$ cat config.mk
export PLATFORM = sky130hd
export DESIGN_NAME = ahb_si_arbiter_slave_flat
export DESIGN_NICKNAME = d
export VERILOG_FILES = /design/src/rtl/ahb_si_arbiter_slave_if.sv /design/src/rtl/ahb_si_arbiter_slave.sv /design/src/flat_wrapper.sv
export SDC_FILE = /design/constraint.sdc
export NUM_CORES = 1
export LEC_CHECK = 0
export CORE_AREA = 2 2 159 161
export DETAILED_ROUTE_END_ITERATION = 10
export DIE_AREA = 0 0 161 163
export GPL_ROUTABILITY_DRIVEN = 0
export HOLD_SLACK_MARGIN = 0.02
export PLACE_DENSITY = 0.59
export SLEW_MARGIN = 30
export SYNTH_ARGS = -nofsm -noshare
export SYNTH_HDL_FRONTEND = slang
export SYNTH_SLANG_ARGS = --single-unit
$ cat constraint.sdc
create_clock -name HCLK -period 7.65 [get_ports HCLK]
set_input_delay 1.53 -clock HCLK [delete_from_list [all_inputs] [get_ports HCLK]]
set_output_delay 1.53 -clock HCLK [all_outputs]
set_load 0.01 [all_outputs]
$ cat src/rtl/ahb_si_arbiter_slave_if.sv
// Request/response bundle between the masters' decoder outputs and one slave-port arbiter.
interface ahb_si_arbiter_slave_if #(
  parameter int MASTER_NUM = 4,
  parameter int PAYLOAD    = 78
);
  logic [MASTER_NUM-1:0]              hreq;
  logic [MASTER_NUM-1:0][PAYLOAD-1:0] payload_in;
  logic                               hready_in;
  logic [PAYLOAD-1:0]                 payload_out;
  logic [MASTER_NUM-1:0]              hgrant;
  logic [MASTER_NUM-1:0]              data_sel;

  modport master (output hreq, payload_in, hready_in, input payload_out, hgrant, data_sel);
  modport slave  (input hreq, payload_in, hready_in, output payload_out, hgrant, data_sel);
endinterface

$ cat src/rtl/ahb_si_arbiter_slave.sv
// Round-robin arbiter and request mux for one AHB slave port; bursts and locked sequences keep the grant.
// Grant is registered (1 cycle from request); wait states (hready_in=0) freeze grant, pointer, beats and data phase.
module ahb_si_arbiter_slave #(
  parameter int MASTER_NUM     = 4,
  parameter int PAYLOAD        = 78,
  parameter int DEFAULT_MASTER = 0
) (
  input  logic                  HCLK,
  input  logic                  HRESETn,
  ahb_si_arbiter_slave_if.slave bus
);
  localparam int PW       = (MASTER_NUM > 1) ? $clog2(MASTER_NUM) : 1;
  localparam int WD_LO    = 14;
  localparam int TR_LO    = 12;
  localparam int BURST_LO = 5;
  localparam logic [PAYLOAD-1:0] WD_MASK = {{(PAYLOAD-32){1'b0}}, 32'hFFFF_FFFF} << WD_LO;

  localparam logic [1:0] HT_BUSY   = 2'd1;
  localparam logic [1:0] HT_NONSEQ = 2'd2;
  localparam logic [1:0] HT_SEQ    = 2'd3;
  localparam logic [2:0] HB_SINGLE = 3'd0;
  localparam logic [2:0] HB_INCR   = 3'd1;

  logic [MASTER_NUM-1:0] r_hgrant;
  logic [MASTER_NUM-1:0] r_data_sel;
  logic [PW-1:0]         r_ptr;
  logic [3:0]            r_beats;

  logic [MASTER_NUM-1:0] w_hgrant_nxt;
  logic [PW-1:0]         w_ptr_nxt;
  logic [PW-1:0]         w_idx;
  logic [PW-1:0]         w_owner;
  logic [PW-1:0]         w_didx;
  logic                  w_found;
  logic                  w_owner_vld;
  logic                  w_accept;
  logic                  w_hold;
  logic [PAYLOAD-1:0]    w_req;
  logic [31:0]           w_hwdata;
  logic [1:0]            w_trans;
  logic [2:0]            w_burst;
  logic                  w_lock;
  logic [3:0]            w_beats_load;

  always_comb begin
    w_owner = '0;
    w_didx  = '0;
    for (int i = 0; i < MASTER_NUM; i++) begin
      if (r_hgrant[i])   w_owner = PW'(i);
      if (r_data_sel[i]) w_didx  = PW'(i);
    end
  end

  // A granted master that drops hreq is treated as IDLE so nothing stale reaches the slave.
  assign w_owner_vld = (|r_hgrant) && bus.hreq[w_owner];
  assign w_req       = w_owner_vld ? bus.payload_in[w_owner] : '0;
  assign w_hwdata    = (|r_data_sel) ? bus.payload_in[w_didx][WD_LO +: 32] : 32'd0;
  assign w_trans     = w_req[TR_LO +: 2];
  assign w_burst     = w_req[BURST_LO +: 3];
  assign w_lock      = w_req[0];

  assign bus.payload_out = (w_req & ~WD_MASK) | (PAYLOAD'(w_hwdata) << WD_LO);
  assign bus.hgrant      = r_hgrant;
  assign bus.data_sel    = r_data_sel;

  assign w_accept = bus.hready_in && w_owner_vld && w_trans[1];
  assign w_hold   = w_owner_vld &&
                    (w_lock || (w_trans == HT_BUSY) ||
                     ((w_trans == HT_NONSEQ) && (w_burst != HB_SINGLE)) ||
                     ((w_trans == HT_SEQ) && ((w_burst == HB_INCR) || (r_beats > 4'd1))));

  always_comb begin
    case (w_burst)
      3'd2, 3'd3: w_beats_load = 4'd3;
      3'd4, 3'd5: w_beats_load = 4'd7;
      3'd6, 3'd7: w_beats_load = 4'd15;
      default:    w_beats_load = 4'd0;
    endcase
  end

  // Scan from the pointer with wrap-around; the previous winner sits last in that order.
  always_comb begin
    w_hgrant_nxt = '0;
    w_ptr_nxt    = r_ptr;
    w_found      = 1'b0;
    w_idx        = '0;
    for (int i = 0; i < MASTER_NUM; i++) begin
      w_idx = PW'((int'(r_ptr) + i) % MASTER_NUM);
      if (!w_found && bus.hreq[w_idx]) begin
        w_found             = 1'b1;
        w_hgrant_nxt[w_idx] = 1'b1;
        w_ptr_nxt           = (w_idx == PW'(MASTER_NUM - 1)) ? '0 : w_idx + 1'b1;
      end
    end
  end

  always_ff @(posedge HCLK or negedge HRESETn) begin
    if (!HRESETn) begin
      r_hgrant   <= '0;
      r_data_sel <= '0;
      r_beats    <= '0;
      r_ptr      <= PW'(DEFAULT_MASTER);
    end else if (bus.hready_in) begin
      r_data_sel <= w_accept ? r_hgrant : '0;
      if (!w_hold) begin
        r_hgrant <= w_hgrant_nxt;
        r_ptr    <= w_ptr_nxt;
      end
      if (w_accept) begin
        if (w_trans == HT_NONSEQ)  r_beats <= w_beats_load;
        else if (r_beats != 4'd0)  r_beats <= r_beats - 4'd1;
      end
    end
  end
endmodule

$ cat src/flat_wrapper.sv
// flat-port wrapper written by rule: the top's interface ports become plain ports
module ahb_si_arbiter_slave_flat 
#(
  parameter int MASTER_NUM     = 4,
  parameter int PAYLOAD        = 78,
  parameter int DEFAULT_MASTER = 0
)
  (HCLK, HRESETn, bus_hreq, bus_payload_in, bus_hready_in, bus_payload_out, bus_hgrant, bus_data_sel);
  ahb_si_arbiter_slave_if #(.MASTER_NUM(MASTER_NUM), .PAYLOAD(PAYLOAD)) bus_i ();
  input  logic HCLK;
  input  logic HRESETn;
  input wire logic [$bits(bus_i.hreq)-1:0] bus_hreq;
  input wire logic [$bits(bus_i.payload_in)-1:0] bus_payload_in;
  input wire logic [$bits(bus_i.hready_in)-1:0] bus_hready_in;
  output wire logic [$bits(bus_i.payload_out)-1:0] bus_payload_out;
  output wire logic [$bits(bus_i.hgrant)-1:0] bus_hgrant;
  output wire logic [$bits(bus_i.data_sel)-1:0] bus_data_sel;
  assign bus_i.hreq = bus_hreq;
  assign bus_i.payload_in = bus_payload_in;
  assign bus_i.hready_in = bus_hready_in;
  assign bus_payload_out = bus_i.payload_out;
  assign bus_hgrant = bus_i.hgrant;
  assign bus_data_sel = bus_i.data_sel;
  ahb_si_arbiter_slave #(.MASTER_NUM(MASTER_NUM), .PAYLOAD(PAYLOAD), .DEFAULT_MASTER(DEFAULT_MASTER)) u_core (.HCLK(HCLK), .HRESETn(HRESETn), .bus(bus_i));
endmodule
==> results.txt <==
Status - completed
RSZ-0062 raised after global routing - no
Largest family of logic cells by synthesized area - compound AO/OA/AOI/OAI gates
Clock network power share - 0.050
Clock root buffer master - clkbuf_16
Total track usage - 0.165
Synth Instances - 648
CTS Hold Bufs - 0
Vias per cell - 4.42
Setup tns final - 0 ns
Pleak - 3.06 nW
Gate power share - 0.837
Largest net degree at the start of global routing - 95
Fin nets - 1329
Hold Vio Cnt, Final - 0
Endpoint class of the critical path - output port
EDFF count, synth - 0
Vias after detailed routing - 5890
Max Clk Rate - 180 MHz
Cell variety after synth - 46
Final setup fails - 0
Area of the die - 0.0262 mm2
Worst Path Arrival - 4.04 ns
Worst-path clk slew - 0.05 ns
Clk buf depth - 2
Seq/Total Area, Yosys - 0.0923
Worst min-delay path class - reg -> reg
DP Area - 0.00806 mm2
Synth Flop Type - dfrtp_1
Final instance area - 0.00818 mm2
Post-Synth Adder-Cell Area - 0.0198
Layout cells sized above 1 - 0.0299
Post-Route Skew - 0.000747 ns
Crit path time final - 5.57 ns
Rows - 58
Simple-gate share of the synthesized area - 0.302
Post-synthesis mux area share - 0.195
Post-cts sizing count - 0
Pint - 1.12 mW
Initial core utilization - 0.154
Worst setup SP type - primary input
Worst EP required - 6.12 ns
Vias in the first global route - 5441
Dpl ws - 2.09 ns
Syn Area/Cell - 5.86 um2
Port Buffer Count - 404
First-pass DRT Iterations - 4
Slew headroom - 0.409
1st-iter DRT viols - 319
XOR/XNOR Fraction of Synth Area - 0
Power Density - 275 mW/mm2
P_sw - 1.13 mW
Chip width - 161 um
Max cap viols - 0
Post-Syn Nets - 973
Type of the worst setup path - in -> out
IR drop worst, VDD - 0.000135 V
Mapped Area - 0.00380 mm2
Cts bufs inserted - 3
Worst Path Max Fanout - 42
WL/cell - 17.7 um
Die height - 163 um
Ys Warns - 0
Synth Area in Compound Gates - 0.310
Residual DRC - 0
Detailed Route WL - 23600 um
Flop pwr share - 0.114
Power Total - 2.25 mW
DP HPWL - 19600 um
CTS sink cnt - 14
Worst Tran Pin Value - 0.886 ns
Async SR Flop Fraction - 1.00
First-pass GRT wire length - 33400 um
Synth Register Bits - 14
Worst setup margin - 2.08 ns
Core area - 0.0247 mm2
Clock latency on the worst-skew pair - 0.25 ns
TritonCTS clock tree - done
GRT overflow - 0
Post-CTS Setup Bufs - 0
Number of I/O pins - 405
Post-route clock period utilization - 0.727
Antenna Violating Nets Remaining - 0
Area delta synth->final - 115%
FILL cells - 2662
CTS H-Tree Depth - 1
Final slew viol count - 0
Initial antenna violation count - 2
Sw Share - 0.502
power groups by stage:
stage | clock network [mW] | logic (mW) | registers (mW)
after floorplan | 0 | 1.10 | 0.142
after CTS | 0.115 | 1.85 | 0.313
after global placement | 0 | 1.84 | 0.313
after global routing | 0.118 | 2.06 | 0.274
final | 0.112 | 1.88 | 0.256
after detailed placement | 0 | 1.84 | 0.315
final cells by class:
cell class,count,area [um2],area share
Antenna cell,1,2.50,0.000306
Clock buffer,4,88.8,0.0109
Inverter,17,63.8,0.00780
Multi-Input combinational cell,559,3150,0.385
Sequential cell,14,365,0.0446
Tap cell,330,413,0.0505
Timing Repair Buffer,409,4100,0.501
cells by family (layout without fill, tap and decap cells):
family | Yosys count | after routing
compound gates | 206 | 206
mux | 69 | 69
flops | 14 | 14
simple gates | 278 | 278
buf+inv | 75 | 430
other cells | 0 | 1
fa+ha+maj | 6 | 6
critical path: stages:
cell and delay (ns):
clkdlybuf4s50_1 0.57, o22ai_1 0.50, or2_2 0.74, nor2_1 0.15, clkdlybuf4s50_1 0.53
final timing paths:
check                                                       from                                  to  slack (ns)  cells after the start
worst max-delay path                                 bus_hreq[2]                  bus_payload_out[6]        2.08                      5
worst min-delay path               u_core.r_beats[3]$_DFFE_PN0P_       u_core.r_beats[3]$_DFFE_PN0P_        0.60                      2
worst max register to register  u_core.bus.hgrant[2]$_DFFE_PN0P_         u_core.r_ptr[0]$_DFFE_PN0P_        3.64                      8
min in group asynchronous                                HRESETn  u_core.bus.data_sel[0]$_DFFE_PN0P_        1.71                      1
max in group asynchronous                                HRESETn    u_core.bus.hgrant[3]$_DFFE_PN0P_        5.41                      1
worst min register to register     u_core.r_beats[3]$_DFFE_PN0P_       u_core.r_beats[3]$_DFFE_PN0P_        0.60                      2
flip-flops by register name, summed over array words and instances, names as in the netlist:
signal	cells
u_core.r_beats	4
u_core.r_ptr	2
u_core.bus.data_sel	4
u_core.bus.hgrant	4
metal layers:
metal	up-vias	GRT usage	share of wire
met1	2645	0.182	0.38
met5	-	0	0.00047
met2	272	0.322	0.52
li1	2960	-	-
met3	11	0.0474	0.089
met4	2	0.0183	0.0086
cell usage after synthesis, types with 3 or more instances:
cell type,instances,area [um2]
o21ai_0,27,135
nor4_1,3,18.8
buf_1,10,37.5
nand2b_1,4,25.0
nor2_1,208,781
buf_2,4,20.0
mux2i_1,61,611
and3_1,13,81.3
dfrtp_1,14,350
nor3_1,7,35.0
clkbuf_1,41,154
ha_1,6,75.1
nor2b_1,5,31.3
nand2_1,28,105
a222oi_1,3,30.0
mux4_2,3,67.6
a21oi_1,152,761
a221oi_1,3,26.3
a22oi_1,4,30.0
inv_1,17,63.8
through the flow:
stage | cells | utilization | hold slack [ns]
floorplan | 648 | - | 0.531
global placement | 1328 | 0.327 | 0.559
detailed placement | 1328 | 0.327 | 0.590
CTS | 1332 | 0.330 | 0.598
global route | 1334 | 0.332 | 0.658
finish | 1334 | 0.332 | 0.600
cell usage in the layout, fill, tap and decap left out, types with 4 or more instances in the layout:
cell             synthesis  routed
o21ai_0                 27      27
nand2_1                 28      28
clkdlybuf4s50_1          0     404
ha_1                     6       6
nand2b_1                 4       4
nor2_1                 208     208
nor3_1                   7       7
dfrtp_1                 14       8
nor2b_1                  5       5
inv_1                   17      17
and3_1                  13      13
mux2i_1                 61      61
buf_4                    1       4
a21oi_1                152     152
a22oi_1                  4       4
No activity file was read; power rests on OpenSTA's default activity.
